===== src/rtl/arith_pkg.sv =====
// arith_pkg: shared width, opcode and saturation constants for the arith adder/subtractor
package arith_pkg;
  localparam int WIDTH = 8;
  localparam logic OP_ADD = 1'b0;
  localparam logic OP_SUB = 1'b1;
  localparam logic [WIDTH-1:0] SAT_POS = {1'b0, {(WIDTH-1){1'b1}}};
  localparam logic [WIDTH-1:0] SAT_NEG = {1'b1, {(WIDTH-1){1'b0}}};
endpackage


===== src/rtl/arith_rca.sv =====
// arith_rca: combinational WIDTH-bit ripple-carry adder (a, bx, cin -> s, cout, c_into_msb)
module arith_rca #(
  parameter int WIDTH = 8
) (
  input  logic [WIDTH-1:0] a,
  input  logic [WIDTH-1:0] bx,
  input  logic             cin,
  output logic [WIDTH-1:0] s,
  output logic             cout,
  output logic             c_into_msb
);
  logic [WIDTH:0] c;
  assign c[0] = cin;
  for (genvar i = 0; i < WIDTH; i++) begin : g_bit
    assign s[i]   = a[i] ^ bx[i] ^ c[i];
    assign c[i+1] = (a[i] & bx[i]) | (c[i] & (a[i] ^ bx[i]));
  end
  assign cout       = c[WIDTH];
  assign c_into_msb = c[WIDTH-1];
endmodule


===== src/rtl/arith.sv =====
// arith: registered add/sub with carry, signed overflow and zero flags; saturation when ARITH_SAT_EN is defined
// ports: clk, rst (sync, active-high), a, b, sub (0 add, 1 sub) in; sum, cout, ov, zero registered out
module arith
  import arith_pkg::*;
#(
  parameter int WIDTH = arith_pkg::WIDTH
) (
  input  logic             clk,
  input  logic             rst,
  input  logic [WIDTH-1:0] a,
  input  logic [WIDTH-1:0] b,
  input  logic             sub,
  output logic [WIDTH-1:0] sum,
  output logic             cout,
  output logic             ov,
  output logic             zero
);
  logic [WIDTH-1:0] bx, s, res;
  logic co, cm, ovf;
  assign bx = (sub == OP_SUB) ? ~b : b;
  arith_rca #(.WIDTH(WIDTH)) u_rca (
    .a(a), .bx(bx), .cin(sub), .s(s), .cout(co), .c_into_msb(cm)
  );
  // carry into MSB differing from carry out is exactly signed overflow
  assign ovf = cm ^ co;
`ifdef ARITH_SAT_EN
  localparam logic [WIDTH-1:0] SP = {1'b0, {(WIDTH-1){1'b1}}};
  localparam logic [WIDTH-1:0] SN = {1'b1, {(WIDTH-1){1'b0}}};
  // overflow direction follows the sign of a (both operands share it)
  assign res = ovf ? (a[WIDTH-1] ? SN : SP) : s;
`else
  assign res = s;
`endif
  always_ff @(posedge clk) begin
    if (rst) begin
      sum  <= '0;
      cout <= 1'b0;
      ov   <= 1'b0;
      zero <= 1'b0;
    end else begin
      sum  <= res;
      cout <= co;
      ov   <= ovf;
      zero <= (res == '0);
    end
  end
endmodule


===== config.mk =====
export PLATFORM = sky130hd
export DESIGN_NAME = arith
export DESIGN_NICKNAME = d
export VERILOG_FILES = /design/src/rtl/arith_pkg.sv /design/src/rtl/arith_rca.sv /design/src/rtl/arith.sv
export SDC_FILE = /design/constraint.sdc
export NUM_CORES = 1
export LEC_CHECK = 0
export CAP_MARGIN = 20
export CORE_UTILIZATION = 35
export CTS_BUF_LIST = sky130_fd_sc_hd__clkbuf_8
export DETAILED_ROUTE_END_ITERATION = 7
export PLACE_DENSITY = 0.84
export SLEW_MARGIN = 20
export SYNTH_ARGS = -nofsm -noshare
export SYNTH_HDL_FRONTEND = slang
export SYNTH_SLANG_ARGS = --single-unit

===== constraint.sdc =====
create_clock -name clk -period 6.5 [get_ports clk]
set_input_delay 1.625 -clock clk [delete_from_list [all_inputs] [get_ports clk]]
set_output_delay 1.625 -clock clk [all_outputs]
set_load 0.05 [all_outputs]

==> impl_metrics.prom, run 1 <==
# TYPE chip_impl_metric gauge
chip_impl_info{name="run_status",value="finished, final reports clean"} 1
chip_impl_metric{name="cts_buffer_depth",unit=""} 2
chip_impl_metric{name="worst_pin_slew",unit="ps"} 502
chip_impl_metric{name="final-seq-area",unit="um^2"} 220
chip_impl_metric{name="postSynthNetCount",unit=""} 78
chip_impl_metric{name="nets",unit=""} 111
chip_impl_metric{name="holdBufCountCts",unit=""} 0
chip_impl_metric{name="max-cap-violations",unit=""} 0
chip_impl_metric{name="start_util",unit=""} 0.373
chip_impl_metric{name="ctsHtreeMaxLevel",unit=""} 1
chip_impl_info{name="cts_tree",value="built"} 1
chip_impl_metric{name="max_stage_delay",unit="ps"} 530
chip_impl_metric{name="floorplan.core_area",unit="um^2"} 1510
chip_impl_metric{name="setup_total_negative_slack",unit="ps"} 0
chip_impl_metric{name="via_density_per_instance",unit=""} 4.27
chip_impl_metric{name="critPathRequiredTime",unit="ps"} 6630
chip_impl_metric{name="grt_start_max_net_pins",unit=""} 12
chip_impl_metric{name="synth_top_cell_area_share",unit=""} 0.392
chip_impl_info{name="synth_area_leader_cell",value="sky130_fd_sc_hd__dfxtp_1"} 1
chip_impl_metric{name="maxClockFrequency",unit="MHz"} 176
chip_impl_metric{name="synth_cells",unit=""} 52
chip_impl_info{name="timing.critical_path.from_type",value="primary input"} 1
chip_impl_metric{name="yosys_register_bits",unit=""} 11
chip_impl_metric{name="synth-warning-count",unit=""} 0
chip_impl_metric{name="route.detailed.wl_per_inst",unit="um"} 10.4
chip_impl_metric{name="floorplan.die.height",unit="um"} 42.1
chip_impl_metric{name="area.growth.synth_to_final",unit="%"} 63.0
chip_impl_metric{name="mappedNetlistArea",unit="um^2"} 562
chip_impl_metric{name="grt_pass1_vias",unit=""} 474
chip_impl_metric{name="share_of_post_route_cells_with_drive_strength_above_1",unit=""} 0.0595
chip_impl_metric{name="vias",unit=""} 427
chip_impl_info{name="timing.critical_path.slowest_stage_cell",value="sky130_fd_sc_hd__clkdlybuf4s50_1"} 1
chip_impl_metric{name="fp.dieArea",unit="um^2"} 1770
chip_impl_metric{name="io_pins",unit=""} 30
chip_impl_info{name="min_path_type",value="in -> reg"} 1
chip_impl_metric{name="cts.sinks",unit=""} 11
chip_impl_metric{name="layout_fillers",unit=""} 125
chip_impl_info{name="worst_path_most_repeated_cell",value="sky130_fd_sc_hd__fa_1"} 1
chip_impl_metric{name="cts_made_buffers",unit=""} 3
chip_impl_metric{name="power",unit="uW"} 248
chip_impl_info{name="rsz_0062_raised_after_global_routing",value="false"} 1
chip_impl_metric{name="die_extent_in_x",unit="um"} 42.1
chip_impl_info{name="commonest_non_fill_non_tap_cell_in_the_layout",value="sky130_fd_sc_hd__clkdlybuf4s50_1"} 1
chip_impl_info{name="ctsRootBufferMaster",value="sky130_fd_sc_hd__clkbuf_8"} 1
chip_impl_metric{name="antenna_found_initial",unit=""} 0
chip_impl_metric{name="fin_area",unit="um^2"} 916
chip_impl_metric{name="multiInputGateArea",unit="um^2"} 303
chip_impl_metric{name="maxSlewViolCount",unit=""} 0
chip_impl_metric{name="global_route_wire_length_before_repair",unit="mm"} 1.81
chip_impl_metric{name="power.density",unit="nW/um^2"} 270
chip_impl_metric{name="synth.yosys.seq_area_share",unit=""} 0.392
chip_impl_metric{name="detailed_place_hpwl",unit="um"} 902
chip_impl_metric{name="synth_area_per_cell",unit="um^2"} 10.8
chip_impl_metric{name="placed_cell_area",unit="um^2"} 871
chip_impl_info{name="end_kind",value="register"} 1
chip_impl_info{name="layout.cells.most_common_list",value="sky130_fd_sc_hd__clkdlybuf4s50_1 (29), sky130_fd_sc_hd__dfxtp_1 (11), sky130_fd_sc_hd__inv_1 (9)"} 1
chip_impl_metric{name="gr-usage-all-layers",unit=""} 0.132
chip_impl_metric{name="detail_route.iter0.violations",unit=""} 1
chip_impl_metric{name="final.min_clock_period",unit="ps"} 5680
chip_impl_metric{name="final_antenna_net_count",unit=""} 0
chip_impl_metric{name="post_cts_resized",unit=""} 0
chip_impl_metric{name="port_buffers",unit=""} 29
chip_impl_metric{name="setup_viol",unit=""} 0
chip_impl_metric{name="slew-limit-headroom",unit=""} 0.664
chip_impl_metric{name="critical_path.max_fanout",unit=""} 3
chip_impl_metric{name="p_leak",unit="nW"} 0.389
chip_impl_metric{name="cts.clk_slew.worst_paths",unit="ps"} 40
chip_impl_metric{name="finalWeightedCongestion",unit=""} 0.858
chip_impl_metric{name="timing_hold_violations_final",unit=""} 0
chip_impl_metric{name="cts.repair_timing.setup_buffer_count",unit=""} 0
chip_impl_metric{name="num_rows",unit=""} 14
chip_impl_metric{name="globalRouteOverflowTotal",unit=""} 0
chip_impl_metric{name="netlist-cell-type-count",unit=""} 14
chip_impl_info{name="synthTopCellsByArea",value="sky130_fd_sc_hd__dfxtp_1 (39%), sky130_fd_sc_hd__fa_1 (25%), sky130_fd_sc_hd__xnor2_1 (7.8%)"} 1
chip_impl_metric{name="critPathArrivalTime",unit="ps"} 5810
chip_impl_metric{name="drt-pass1-iter-count",unit=""} 2
chip_impl_metric{name="drcViolationCount",unit=""} 0
chip_impl_info{name="worstPathCellList",value="clkdlybuf4s50_1 -> xnor2_1 -> fa_1 -> fa_1 -> fa_1 -> inv_1 -> fa_1 -> inv_1 -> fa_1 -> fa_1 -> inv_1 -> fa_1 -> or4b_1 -> nor4_1"} 1
chip_impl_metric{name="min_period_over_period",unit=""} 0.874
chip_impl_metric{name="totalWireLength",unit="mm"} 1.04
chip_impl_metric{name="antenna_cells",unit=""} 0
chip_impl_info{name="worst-setup-path-type",value="in -> reg"} 1
chip_impl_metric{name="power.ir.vdd_worst",unit="V"} 0.000106
[final cells by class]
type                    instances  share of cell area
clock buffers                   3              0.0451
clock inverters                 1             0.00410
inverters                       8              0.0328
multi-input cells              31               0.331
flip-flops and latches         11               0.240
well taps                      16              0.0219
repair buffers                 30               0.325
[metrics by stage]
stage | instances | utilization | setup slack (ps) | hold slack (ps)
finish | 100 | 0.608 | 816 | 2150
detailed placement | 96 | 0.578 | 578 | 2390
global placement | 96 | 0.578 | 715 | 2380
CTS | 100 | 0.608 | 813 | 2160
global route | 100 | 0.608 | 602 | 2190
floorplan | 52 | - | 1090 | 1790
[final timing paths]
path | end | cells past startpoint | from
max | zero$_SDFF_PP0_ | 14 | sub
min | sum[3]$_SDFF_PP0_ | 4 | a[3]
[cells by family (layout without fill, tap and decap cells)]
family	count (synthesis)	after routing	synth area share
XOR/XNOR	9	9	0.140
adder cells (fa/ha/maj)	7	7	0.249
buffers and inverters	10	42	0.0690
flip-flops	11	11	0.392
multiplexers	1	1	0.0178
AND/OR/NAND/NOR	14	14	0.131
[report_power, final]
| group | leakage [nW] | total (mW) | internal, mW | switching (mW) |
|---|---|---|---|---|
| registers | 0.0914 | 0.0798 | 0.0776 | 0.00217 |
| clock network | 0.0269 | 0.0635 | 0.0412 | 0.0224 |
| logic | 0.270 | 0.104 | 0.0440 | 0.0604 |
[sequential cells by signal (all words and copies together) (netlist names)]
signal	count
sum	8
cout	1
ov	1
zero	1
[layer usage]
metal,up-vias,part of all wire,GRT usage
li1,214,-,-
met1,198,0.38,0.127
met2,15,0.58,0.284
met3,0,0.043,0.0259
met4,0,0,0.0188
met5,-,0,0
[Yosys cell counts]
cell / instances
sky130_fd_sc_hd__dfxtp_1: 11
sky130_fd_sc_hd__inv_1: 8
sky130_fd_sc_hd__fa_1: 7
sky130_fd_sc_hd__nor2_1: 6
sky130_fd_sc_hd__xnor2_1: 5
sky130_fd_sc_hd__xor2_1: 4
sky130_fd_sc_hd__nor2b_1: 3
sky130_fd_sc_hd__nand2_1: 2
sky130_fd_sc_hd__buf_2: 1
sky130_fd_sc_hd__clkbuf_1: 1
sky130_fd_sc_hd__mux2i_1: 1
sky130_fd_sc_hd__nor2b_2: 1
sky130_fd_sc_hd__nor4_1: 1
sky130_fd_sc_hd__or4b_1: 1
[worst max-delay path, delay by kind of cell]
kind	cells	cell delay, ps
buffers and inverters	4	750
and+or+nand+nor	2	780
adders and majority gates	7	2540
xor gates and xnor gates	1	110
Note: power is estimated with default switching activity, not from simulation.
==> inputs of run 2 (changes only) <==
Settings changed: PLACE_DENSITY 0.84 to 0.77.
Clock period 6.5 ns to 6.2 ns, I/O delays scaled along.
==> run 2 against run 1 <==
Non-clock buffer count unchanged. Final area unchanged. Combinational power increased by 6%. Global-route usage about the same.
==> impl_metrics.prom, run 2 (synthesized netlist as in run 1, its figures left out) <==
# TYPE chip_impl_metric gauge
chip_impl_info{name="run_status",value="finished, final reports clean"} 1
chip_impl_metric{name="critPathArrivalTime",unit="ps"} 5730
chip_impl_info{name="timing.critical_path.from_type",value="primary input"} 1
chip_impl_metric{name="grt_pass1_vias",unit=""} 451
chip_impl_metric{name="antenna_found_initial",unit=""} 0
chip_impl_metric{name="cts.clk_slew.worst_paths",unit="ps"} 40
chip_impl_info{name="end_kind",value="register"} 1
chip_impl_info{name="min-delay-start",value="a[5]"} 1
chip_impl_metric{name="drt-pass1-iter-count",unit=""} 4
chip_impl_metric{name="setup_viol",unit=""} 0
chip_impl_metric{name="gr-usage-all-layers",unit=""} 0.132
chip_impl_metric{name="power.density",unit="nW/um^2"} 286
chip_impl_info{name="layout.cells.most_common_list",value="sky130_fd_sc_hd__clkdlybuf4s50_1 (29), sky130_fd_sc_hd__dfxtp_1 (11), sky130_fd_sc_hd__inv_1 (9)"} 1
chip_impl_metric{name="critPathRequiredTime",unit="ps"} 6340
chip_impl_metric{name="maxSlewViolCount",unit=""} 0
chip_impl_metric{name="drcViolationCount",unit=""} 0
chip_impl_metric{name="num_rows",unit=""} 14
chip_impl_info{name="cts_tree",value="built"} 1
chip_impl_metric{name="power.ir.vdd_worst",unit="V"} 0.000105
chip_impl_metric{name="slew-limit-headroom",unit=""} 0.665
chip_impl_metric{name="worst_pin_slew",unit="ps"} 501
chip_impl_metric{name="via_density_per_instance",unit=""} 4.25
chip_impl_metric{name="vias",unit=""} 425
chip_impl_info{name="worst-setup-path-type",value="in -> reg"} 1
chip_impl_metric{name="detail_route.iter0.violations",unit=""} 2
chip_impl_metric{name="min_period_over_period",unit=""} 0.901
chip_impl_metric{name="max-cap-violations",unit=""} 0
chip_impl_info{name="commonest_non_fill_non_tap_cell_in_the_layout",value="sky130_fd_sc_hd__clkdlybuf4s50_1"} 1
chip_impl_metric{name="fin_area",unit="um^2"} 916
chip_impl_metric{name="pwr-share-seq",unit=""} 0.320
chip_impl_metric{name="switchingPower",unit="uW"} 90.4
chip_impl_metric{name="netSwitchingFraction",unit=""} 0.345
chip_impl_metric{name="cts_made_buffers",unit=""} 3
chip_impl_metric{name="totalWireLength",unit="um"} 974
chip_impl_info{name="holdPathEnd",value="sum[5]$_SDFF_PP0_"} 1
chip_impl_info{name="min_path_type",value="in -> reg"} 1
chip_impl_metric{name="route.detailed.wl_per_inst",unit="um"} 9.74
chip_impl_metric{name="share_of_post_route_cells_with_drive_strength_above_1",unit=""} 0.0595
chip_impl_metric{name="start_util",unit=""} 0.373
chip_impl_metric{name="grt_start_max_net_pins",unit=""} 12
chip_impl_metric{name="io_pins",unit=""} 30
chip_impl_metric{name="nets",unit=""} 111
chip_impl_info{name="largest-register",value="sum"} 1
chip_impl_metric{name="detailed_place_hpwl",unit="um"} 863
chip_impl_metric{name="placed_cell_area",unit="um^2"} 871
chip_impl_info{name="rsz_0062_raised_after_global_routing",value="false"} 1
chip_impl_metric{name="die_extent_in_x",unit="um"} 42.1
chip_impl_metric{name="ctsHtreeMaxLevel",unit=""} 1
chip_impl_metric{name="final.min_clock_period",unit="ps"} 5580
chip_impl_metric{name="fp.dieArea",unit="um^2"} 1770
chip_impl_metric{name="cell_total_after_placement",unit=""} 96
chip_impl_metric{name="cts.repair_timing.setup_buffer_count",unit=""} 0
chip_impl_metric{name="clkPwrFrac",unit=""} 0.259
chip_impl_metric{name="cts_buffer_depth",unit=""} 2
chip_impl_metric{name="globalRouteOverflowTotal",unit=""} 0
chip_impl_metric{name="cts.sinks",unit=""} 11
chip_impl_metric{name="port_buffers",unit=""} 29
chip_impl_metric{name="timing_hold_violations_final",unit=""} 0
chip_impl_metric{name="p_leak",unit="nW"} 0.389
chip_impl_metric{name="area.growth.synth_to_final",unit="%"} 63.0
chip_impl_metric{name="internal_power",unit="uW"} 171
chip_impl_metric{name="setup_total_negative_slack",unit="ps"} 0
chip_impl_metric{name="maxClockFrequency",unit="MHz"} 179
chip_impl_metric{name="finalWeightedCongestion",unit=""} 0.765
chip_impl_metric{name="final_antenna_net_count",unit=""} 0
chip_impl_metric{name="largest_register_ffs",unit=""} 8
chip_impl_metric{name="floorplan.die.height",unit="um"} 42.1
chip_impl_metric{name="antenna_cells",unit=""} 0
chip_impl_metric{name="hold_depth",unit=""} 4
chip_impl_metric{name="floorplan.core_area",unit="um^2"} 1510
chip_impl_metric{name="final-instance-count-excl-fill",unit=""} 100
chip_impl_info{name="ctsRootBufferMaster",value="sky130_fd_sc_hd__clkbuf_8"} 1
chip_impl_metric{name="global_route_wire_length_before_repair",unit="mm"} 1.73
chip_impl_metric{name="holdBufCountCts",unit=""} 0
chip_impl_metric{name="post_cts_resized",unit=""} 0
chip_impl_metric{name="combinationalPowerShare",unit=""} 0.421
chip_impl_metric{name="critical_path.max_fanout",unit=""} 3
[run 2: cell counts in the layout (fill, tap and decap cells not counted)]
Identical to the previous run, type by type.
[run 2: routing by layer]
metal	GRT usage	vias up	routed length, um
met2	0.225	22	478
met1	0.151	186	388
met3	0.0302	3	80
li1	-	214	-
met5	0	-	0
met4	0.0750	0	26
[run 2: area by class of cell]
cell class / instances / area (um^2)
fillers: 129 / 591
multi-input cells: 31 / 303
repair buffers: 30 / 298
flip-flops and latches: 11 / 220
clock buffers: 3 / 41.3
inverters: 8 / 30.0
well taps: 16 / 20.0
clock inverters: 1 / 3.75
[run 2: how the worst max path moves through the flow]
stage | start | endpoint | slack (ps) | cells after the start
2_1_floorplan | sub | zero$_SDFF_PP0_ | 870 | 14
3_3_place_gp | sub | zero$_SDFF_PP0_ | 430 | 14
3_5_place_dp | sub | zero$_SDFF_PP0_ | 360 | 14
4_1_cts | sub | zero$_SDFF_PP0_ | 590 | 14
5_1_grt | sub | zero$_SDFF_PP0_ | 410 | 14
6_report | sub | zero$_SDFF_PP0_ | 620 | 14
[run 2: per-stage QoR]
step	setup slack [ps]	hold slack, ps	util	power, mW
after floorplan	868	1720	-	0.156
after global placement	430	2310	0.578	0.193
after detailed placement	363	2300	0.578	0.196
after CTS	587	2060	0.608	0.265
after global routing	415	2080	0.608	0.276
final	616	2060	0.608	0.262
[run 2: worst max-delay path, stage by stage]
cell                              delay, ps
sky130_fd_sc_hd__clkdlybuf4s50_1        520
sky130_fd_sc_hd__xnor2_1                110
sky130_fd_sc_hd__fa_1                   410
sky130_fd_sc_hd__fa_1                   390
sky130_fd_sc_hd__fa_1                   360
sky130_fd_sc_hd__inv_1                   80
sky130_fd_sc_hd__fa_1                   160
sky130_fd_sc_hd__inv_1                   50
sky130_fd_sc_hd__fa_1                   370
sky130_fd_sc_hd__fa_1                   420
sky130_fd_sc_hd__inv_1                   90
sky130_fd_sc_hd__fa_1                   430
sky130_fd_sc_hd__or4b_1                 520
sky130_fd_sc_hd__nor4_1                 260
[run 2: power groups by stage]
stage          clock, mW  sequential [mW]  combinational, mW
2_1_floorplan          0            0.122             0.0333
3_3_place_gp           0           0.0848              0.108
3_5_place_dp           0           0.0853              0.111
4_1_cts           0.0693           0.0840              0.111
5_1_grt           0.0726           0.0845              0.119
6_report          0.0677           0.0838              0.110
